--- config.mk ---
export PLATFORM = sky130hd
export DESIGN_NAME = basic_gates
export DESIGN_NICKNAME = d
export VERILOG_FILES = /design/src/rtl/basic_gates_pkg.sv /design/src/rtl/basic_gates_lane.sv /design/src/rtl/basic_gates.sv
export SDC_FILE = /design/constraint.sdc
export NUM_CORES = 1
export LEC_CHECK = 0
export ABC_AREA = 0
export CAP_MARGIN = 30
export CORE_UTILIZATION = 23
export DETAILED_ROUTE_END_ITERATION = 16
export PLACE_DENSITY_LB_ADDON = 0.08
export REMOVE_ABC_BUFFERS = 1
export SYNTH_ARGS = -nofsm -noshare
export SYNTH_HDL_FRONTEND = slang
export SYNTH_SLANG_ARGS = --single-unit
--- constraint.sdc ---
create_clock -name clk -period 0.8 [get_ports clk]
set_input_delay 0.08 -clock clk [delete_from_list [all_inputs] [get_ports clk]]
set_output_delay 0.08 -clock clk [all_outputs]
set_load 0.01 [all_outputs]
--- src/rtl/basic_gates_pkg.sv ---
// Shared constants and types for the basic_gates evaluator.
package basic_gates_pkg;

    localparam int unsigned NUM_GATES = 7;

    // Result lane indices; lane g occupies y[g*WIDTH +: WIDTH].
    typedef enum logic [2:0] {
        GATE_AND  = 3'd0,
        GATE_OR   = 3'd1,
        GATE_NOT  = 3'd2,
        GATE_NAND = 3'd3,
        GATE_NOR  = 3'd4,
        GATE_XOR  = 3'd5,
        GATE_XNOR = 3'd6
    } gate_e;

    // Least-significant bit position of a gate's lane in the packed bus.
    function automatic int unsigned lane_lsb(input gate_e g, input int unsigned width);
        return int'(g) * width;
    endfunction

endpackage

--- src/rtl/basic_gates_lane.sv ---
// Combinational evaluation of all seven gate functions, bitwise over WIDTH.
module basic_gates_lane
    import basic_gates_pkg::*;
#(
    parameter int unsigned WIDTH = 1
) (
    input  logic [WIDTH-1:0]           a,
    input  logic [WIDTH-1:0]           b,
    output logic [NUM_GATES*WIDTH-1:0] y
);

    // Pack each gate result into its lane of the output bus.
    always_comb begin
        y = '0;
        y[lane_lsb(GATE_AND,  WIDTH) +: WIDTH] = a & b;
        y[lane_lsb(GATE_OR,   WIDTH) +: WIDTH] = a | b;
        y[lane_lsb(GATE_NOT,  WIDTH) +: WIDTH] = ~a;
        y[lane_lsb(GATE_NAND, WIDTH) +: WIDTH] = ~(a & b);
        y[lane_lsb(GATE_NOR,  WIDTH) +: WIDTH] = ~(a | b);
        y[lane_lsb(GATE_XOR,  WIDTH) +: WIDTH] = a ^ b;
        y[lane_lsb(GATE_XNOR, WIDTH) +: WIDTH] = ~(a ^ b);
    end

endmodule

--- src/rtl/basic_gates.sv ---
// Registered two-input gate evaluator with a one-cycle valid qualifier.
module basic_gates
    import basic_gates_pkg::*;
#(
    parameter int unsigned WIDTH = 1
) (
    input  logic                       clk,
    input  logic                       rst_n,
    input  logic [WIDTH-1:0]           a,
    input  logic [WIDTH-1:0]           b,
    input  logic                       in_valid,
    output logic [NUM_GATES*WIDTH-1:0] y,
    output logic                       out_valid
);

    logic [NUM_GATES*WIDTH-1:0] gate_res;

    basic_gates_lane #(
        .WIDTH (WIDTH)
    ) u_lane (
        .a (a),
        .b (b),
        .y (gate_res)
    );

    // Result register: load only on a valid sample so y holds otherwise.
    always_ff @(posedge clk or negedge rst_n) begin
        if (!rst_n) begin
            y <= '0;
        end else if (in_valid) begin
            y <= gate_res;
        end
    end

    // Valid flop: marks the cycle in which y carries a fresh result.
    always_ff @(posedge clk or negedge rst_n) begin
        if (!rst_n) begin
            out_valid <= 1'b0;
        end else begin
            out_valid <= in_valid;
        end
    end

endmodule

==> metrics.md, run 1 <==
| Metric | Value |
|---|---|
| # port buffers | `12` |
| Synth Cell Area | `370 um2` |
| Sw Share | `24.3%` |
| Synth Instances | `25` |
| Final setup viols | `10` |
| Max Fclk | `1140 MHz` |
| Die Y | `42.1 um` |
| Vias in the first global route | `242` |
| Flops & latches, synth | `8` |
| Post-route cell area | `559 um2` |
| Worst Setup EP | `y[2]$_DFFE_PN0P_` |
| # clock sinks | `8` |
| CP max FO | `2` |
| Clock buffer count from CTS | `3` |
| Rows | `14` |
| Detailed Place HPWL | `532 um` |
| Sw Pwr | `238 uW` |
| Reg2Reg Setup Slack | `-0.08 ns` |
| Synth cell types | `6` |
| H-Tree Depth | `1` |
| CTS clk-pin slew, worst paths | `0.05 ns` |
| Routability cong. | `0.629` |
| Violated checks | `setup timing` |
| Pleak | `0.000310 uW` |
| Min Tclk post-route | `0.879 ns` |
| Via count | `247` |
| CTS tree | `built` |
| # DRC | `0` |
| Syn avg cell area | `14.8 um2` |
| CORE AREA | `1510 um2` |
| Clock Skew | `0 ns` |
| Status | `finished with violations` |
| Setup slack after layout | `-0.0786 ns` |
| Sequential group share of total power | `47.4%` |
| Final period util | `110%` |
| Total Routing Usage GR | `9.00%` |
| Area delta synth->final | `51.0%` |
| Via-to-Cell Ratio | `3.92` |
| Antenna violations before repair | `0` |
| Post-route ant nets | `0` |
| P_int | `743 uW` |
| Max cap viols | `0` |
| DIE AREA | `1770 um2` |
| Post-synth top area share | `54.1%` |
| Total inserted antenna cells | `0` |
| Synth area leader | `dfrtp_1` |
| Max-slew violations | `0` |
| Clock share of power | `30.4%` |
| Power Density | `1750 nW/um2` |
| Pin count of the biggest net entering global routing | `9` |
| Reg2Reg Capture Point | `y[2]$_DFFE_PN0P_` |
| WL final | `682 um` |
| Ports | `13` |
| Pre-CTS setup slack | `-0.521 ns` |
| Worst-Margin Slew | `0.385 ns` |
| Hold/Removal Path Class | `primary input to asynchronous set/reset pin` |
| Crit path DAT | `1.01 ns` |
| Sequential share of the synthesized area | `54.1%` |
| DRT iter0 DRCs | `3` |
| Logic pwr share | `22.2%` |
| Ranking of synthesized cells by area | `dfrtp_1 (54%), mux2_4 (16%), ha_1 (14%), mux2i_1 (8.1%), inv_1 (5.1%)` |
| Wire length per cell | `10.8 um` |
| Later-pin clock latency in the skew report | `0.25 ns` |
| Initial core utilization | `24.6%` |
| CTS Hold Bufs | `0` |
| Crit end category | `register` |
| Unrepaired setup endpoints after global routing | `yes` |
| Crit. Startpoint | `y[2]$_DFFE_PN0P_` |
| Share of cells above drive strength 1 | `53.2%` |
| Dpl cell area | `552 um2` |
| Total power | `981 uW` |
| Die X | `42.1 um` |
| Reg-to-reg startpoint | `y[2]$_DFFE_PN0P_` |
| Pre-Repair DR Iteration Count | `2` |
| Crit path kind | `register to register` |
| Required @ worst endpoint | `0.93 ns` |
| # nets final | `58` |
| Worst VDD drop | `0.932 mV` |
| Global-route wire length before repair | `1.15 mm` |
| Root Driver | `clkbuf_4` |
| Longest Clk Path Bufs | `2` |
| Hold Violations, Final | `0` |
| Overflow after GRT | `0` |
| Yosys Warn Count | `0` |
| Slew margin rel. | `74.2%` |
| Worst r2r path cells | `2` |
| Aggregate negative setup slack | `-0.428 ns` |
| Worst Setup Start Kind | `register` |
-- final cells by class --
type | instances | area (um2)
well taps | 16 | 20.0
inverters | 5 | 18.8
repair buffers | 20 | 145
flip-flops and latches | 8 | 200
fillers | 157 | 947
clock buffers | 3 | 22.5
multi-input cells | 11 | 153
-- worst max-delay path, stage by stage (launching register included) --
cell     delay, ns
dfrtp_1       0.38
buf_4         0.13
mux2_4        0.26
-- worst min path at each step --
stage / cells past startpoint / end / start / slack, ns
CTS: 1 / y[5]$_DFFE_PN0P_ / rst_n / 0.12
global route: 1 / y[4]$_DFFE_PN0P_ / rst_n / 0.15
floorplan: 0 / out_valid$_DFF_PN0_ / rst_n / -0.22
detailed placement: 1 / y[4]$_DFFE_PN0P_ / rst_n / 0.39
finish: 1 / y[4]$_DFFE_PN0P_ / rst_n / 0.12
global placement: 1 / y[4]$_DFFE_PN0P_ / rst_n / 0.38
-- power groups by stage --
stage               registers [uW]  clock network [uW]  logic [uW]
floorplan                      493                   0        63.3
global route                   471                 329         241
detailed placement             474                   0         248
global placement               471                   0         244
finish                         465                 298         218
CTS                            465                 315         207
-- per-stage QoR --
step | cells | hold WS [ns] | utilization (%)
detailed placement | 59 | 0.393 | 36.6
global route | 63 | 0.148 | 37.1
CTS | 62 | 0.122 | 35.5
floorplan | 24 | -0.216 | -
finish | 63 | 0.118 | 37.1
global placement | 59 | 0.381 | 36.6
-- synthesized netlist by cell type, drive strengths merged --
master	count
ha	4
dfrtp	8
buf	1
inv	5
mux2i	3
mux2	4
-- flip-flops by register name (all words and copies together), names as in the netlist --
name       flops
y              7
out_valid      1
-- cell usage in the layout (no fill, tap or decap), drive strengths merged --
master / n
inv: 5
dfrtp: 8
clkdlybuf4s15: 1
ha: 4
mux2: 4
clkbuf: 3
clkdlybuf4s50: 1
dlygate4sd2: 2
mux2i: 3
buf: 16
-- kinds of logic after synthesis --
logic type and synth area share (%):
flops 54.1, mux 24.3, buf+inv 8.11, fa+ha+maj 13.5
-- timing repair --
item                                    CTS  global route
buffers inserted                          0             1
endpoints found under the setup margin   13            12
gates resized for setup                  37             3
pin swaps                                 1             0
-- per-layer routing --
metal / global-route usage, % / up-vias / part of all wire [%] / wire length [um]
met5: 0 / - / 0 / 0
met4: 1.88 / 0 / 0 / 0
met3: 6.90 / 0 / 8.2 / 56
met2: 12.5 / 10 / 48 / 325
met1: 11.1 / 113 / 44 / 300
li1: - / 124 / - / -
No activity file was read; power rests on OpenSTA's default activity.
==> run 2, diff against run 1 <==
--- a/config.mk
+++ b/config.mk
@@ -7,7 +7,9 @@
 export LEC_CHECK = 0
 export ABC_AREA = 0
 export CAP_MARGIN = 30
+export CORE_MARGIN = 3
 export CORE_UTILIZATION = 23
+export CTS_CLUSTER_SIZE = 16
 export DETAILED_ROUTE_END_ITERATION = 16
 export PLACE_DENSITY_LB_ADDON = 0.08
 export REMOVE_ABC_BUFFERS = 1
==> metrics.md, run 2 (synthesis gave the netlist of run 1 again) <==
| Metric | Value |
|---|---|
| Status | `finished with violations` |
| Violated checks | `setup timing` |
| Required @ worst endpoint | `0.93 ns (about the same)` |
| Overflow after GRT | `0 (unchanged)` |
| H-Tree Depth | `1 (unchanged)` |
| Wire length per cell | `10.8 um (-0.52%)` |
| WL final | `700 um (+2.6%)` |
| Pre-Repair DR Iteration Count | `1 (-1)` |
| Via-to-Cell Ratio | `3.98 (+1.6%)` |
| CTS clk-pin slew, worst paths | `0.05 ns (about the same)` |
| CTS tree | `built` |
| Dpl cell area | `551 um2 (-0.23%)` |
| Max Fclk | `1150 MHz (+1.4%)` |
| # nets final | `61 (+5.2%)` |
| Via count | `259 (+4.9%)` |
| Number of fill cells | `139 (-11%)` |
| Pre-CTS setup slack | `-0.543 ns (-0.0215 ns)` |
| Worst-Margin Slew | `0.365 ns (-0.0201 ns)` |
| Crit path cell chain | `buf_4 -> mux2_4` |
| Reg2Reg Setup Slack | `-0.07 ns (about the same)` |
| Total Routing Usage GR | `7.98% (-1.0 points)` |
| Footprint of the multi-input gates | `153 um2 (unchanged)` |
| Slew margin rel. | `75.6% (+1.3 points)` |
| Final setup viols | `10 (unchanged)` |
| Power Density | `1730 nW/um2 (-1.6%)` |
| Routability cong. | `0.673 (+7.0%)` |
| Total inserted antenna cells | `0 (unchanged)` |
| FF/Latch Area | `200 um2 (unchanged)` |
| Root Driver | `clkbuf_4` |
| # DRC | `0 (unchanged)` |
| Initial core utilization | `26.5% (+1.9 points)` |
| Pin count of the biggest net entering global routing | `9 (unchanged)` |
| Ports | `13 (unchanged)` |
| Max-slew violations | `0 (unchanged)` |
| Detailed Place HPWL | `525 um (-1.4%)` |
| CORE AREA | `1400 um2 (-7.1%)` |
| Final period util | `108% (-1.5 points)` |
| Global-route wire length before repair | `1.11 mm (-3.1%)` |
| Hold/Removal Path Class | `primary input to asynchronous set/reset pin` |
| Crit end category | `register` |
| P_int | `761 uW (+2.4%)` |
| Crit path kind | `register to register` |
| Later-pin clock latency in the skew report | `0.24 ns (about the same)` |
| Min Tclk post-route | `0.866 ns (-0.0124 ns)` |
| # clock sinks | `8 (unchanged)` |
| CTS Hold Bufs | `0 (unchanged)` |
| Setup slack after layout | `-0.0662 ns (+0.0124 ns)` |
| Post-route cell area | `579 um2 (+3.6%)` |
| Logic pwr share | `24.0% (+1.8 points)` |
| Crit path DAT | `0.99 ns (-0.02 ns)` |
| Sw Share | `23.9% (-0.40 points)` |
| Die Y | `46.1 um (+9.5%)` |
| Aggregate negative setup slack | `-0.384 ns (+0.0434 ns)` |
| DRT iter0 DRCs | `0 (-3)` |
| Share of cells above drive strength 1 | `56.0% (+2.8 points)` |
| CP max FO | `2 (unchanged)` |
| Sequential group share of total power | `46.5% (-0.9 points)` |
| Pleak | `0.000325 uW (+5.0%)` |
| Max FFs per register | `7 (unchanged)` |
| DIE AREA | `2130 um2 (+20%)` |
| # port buffers | `12 (unchanged)` |
| Clock Skew | `0 ns (unchanged)` |
| Crit-path max cell delay | `0.37 ns (about the same)` |
| Area delta synth->final | `56.4%` |
| Max cap viols | `0 (unchanged)` |
| Clock share of power | `29.5% (-0.9 points)` |
| Slowest-stage cell, CP | `dfrtp_1` |
| Antenna violations before repair | `0 (unchanged)` |
| Sw Pwr | `238 uW (+0.22%)` |
| Rows | `13 (-1)` |
| Die X | `46.1 um (+9.5%)` |
| Largest register by flop count | `y` |
| Longest Clk Path Bufs | `2 (unchanged)` |
| Worst VDD drop | `1.08 mV (+16%)` |
| Commonest cells after routing, fill and taps aside | `buf_4 (9), dfrtp_1 (8), buf_2 (8), inv_1 (4), mux2_4 (4)` |
| Commonest non-fill, non-tap cell in the layout | `buf_4` |
| Total power | `1000 uW (+1.9%)` |
| Hold Violations, Final | `0 (unchanged)` |
| Post-route core utilization | `41.4% (+4.3 points)` |
| Biggest registers after layout | `y: 7 flops, out_valid: 1 flops` |
| Unrepaired setup endpoints after global routing | `yes` |
| Post-route ant nets | `0 (unchanged)` |
| Clock buffer count from CTS | `3 (unchanged)` |
| Vias in the first global route | `248 (+2.5%)` |
| Worst Setup Start Kind | `register` |
## run 2: stage by stage
| step | cells | hold WS (ns) |
|---|---|---|
| finish | 65 | 0.113 |
| global route | 65 | 0.149 |
| CTS | 64 | 0.126 |
| detailed placement | 58 | 0.395 |
| global placement | 58 | 0.380 |
| floorplan | 24 | -0.216 |
## run 2: path summary, 6_finish.rpt
kind                                  start                   to  depth (start not counted)
max                        y[4]$_DFFE_PN0P_     y[4]$_DFFE_PN0P_                          2
min                                   rst_n  out_valid$_DFF_PN0_                          1
max in group asynchronous             rst_n     y[3]$_DFFE_PN0P_                          1
min reg2reg                y[0]$_DFFE_PN0P_     y[0]$_DFFE_PN0P_                          1
max reg2reg                y[4]$_DFFE_PN0P_     y[4]$_DFFE_PN0P_                          2
min in group clk                   in_valid     y[3]$_DFFE_PN0P_                          3
## run 2: metal layers
layer	up-vias	track usage, %	wire (um)
li1	128	-	-
met1	121	9.72	314
met2	8	10.4	322
met3	2	3.52	52
met4	0	6.82	10
met5	-	0	0
## run 2: power groups by stage
stage                     logic [uW]  clock network (uW)  registers, uW
after floorplan                 63.3                   0            493
after global placement           243                   0            472
after detailed placement         248                   0            473
after CTS                        228                 313            464
after global routing             261                 337            468
final                            240                 295            465
## run 2: worst max-delay path, delay by kind of cell, from the launching register on
kind,cells,cell delay [ns]
buffers and inverters,1,0.13
flip-flops,1,0.37
multiplexers,1,0.25
## run 2: area by class of cell
cell class / instances / area share [%]
Timing Repair Buffer: 23 / 28.7
Inverter: 5 / 3.24
Clock buffer: 3 / 3.89
Tap cell: 15 / 3.24
Multi-Input combinational cell: 11 / 26.3
Sequential cell: 8 / 34.6
## run 2: repair_timing
item	in CTS	in global routing
buffers inserted	3	1
gates resized for setup	37	2
hold endpoints to repair	0	0
pin swaps	1	0
setup endpoints to repair	15	11
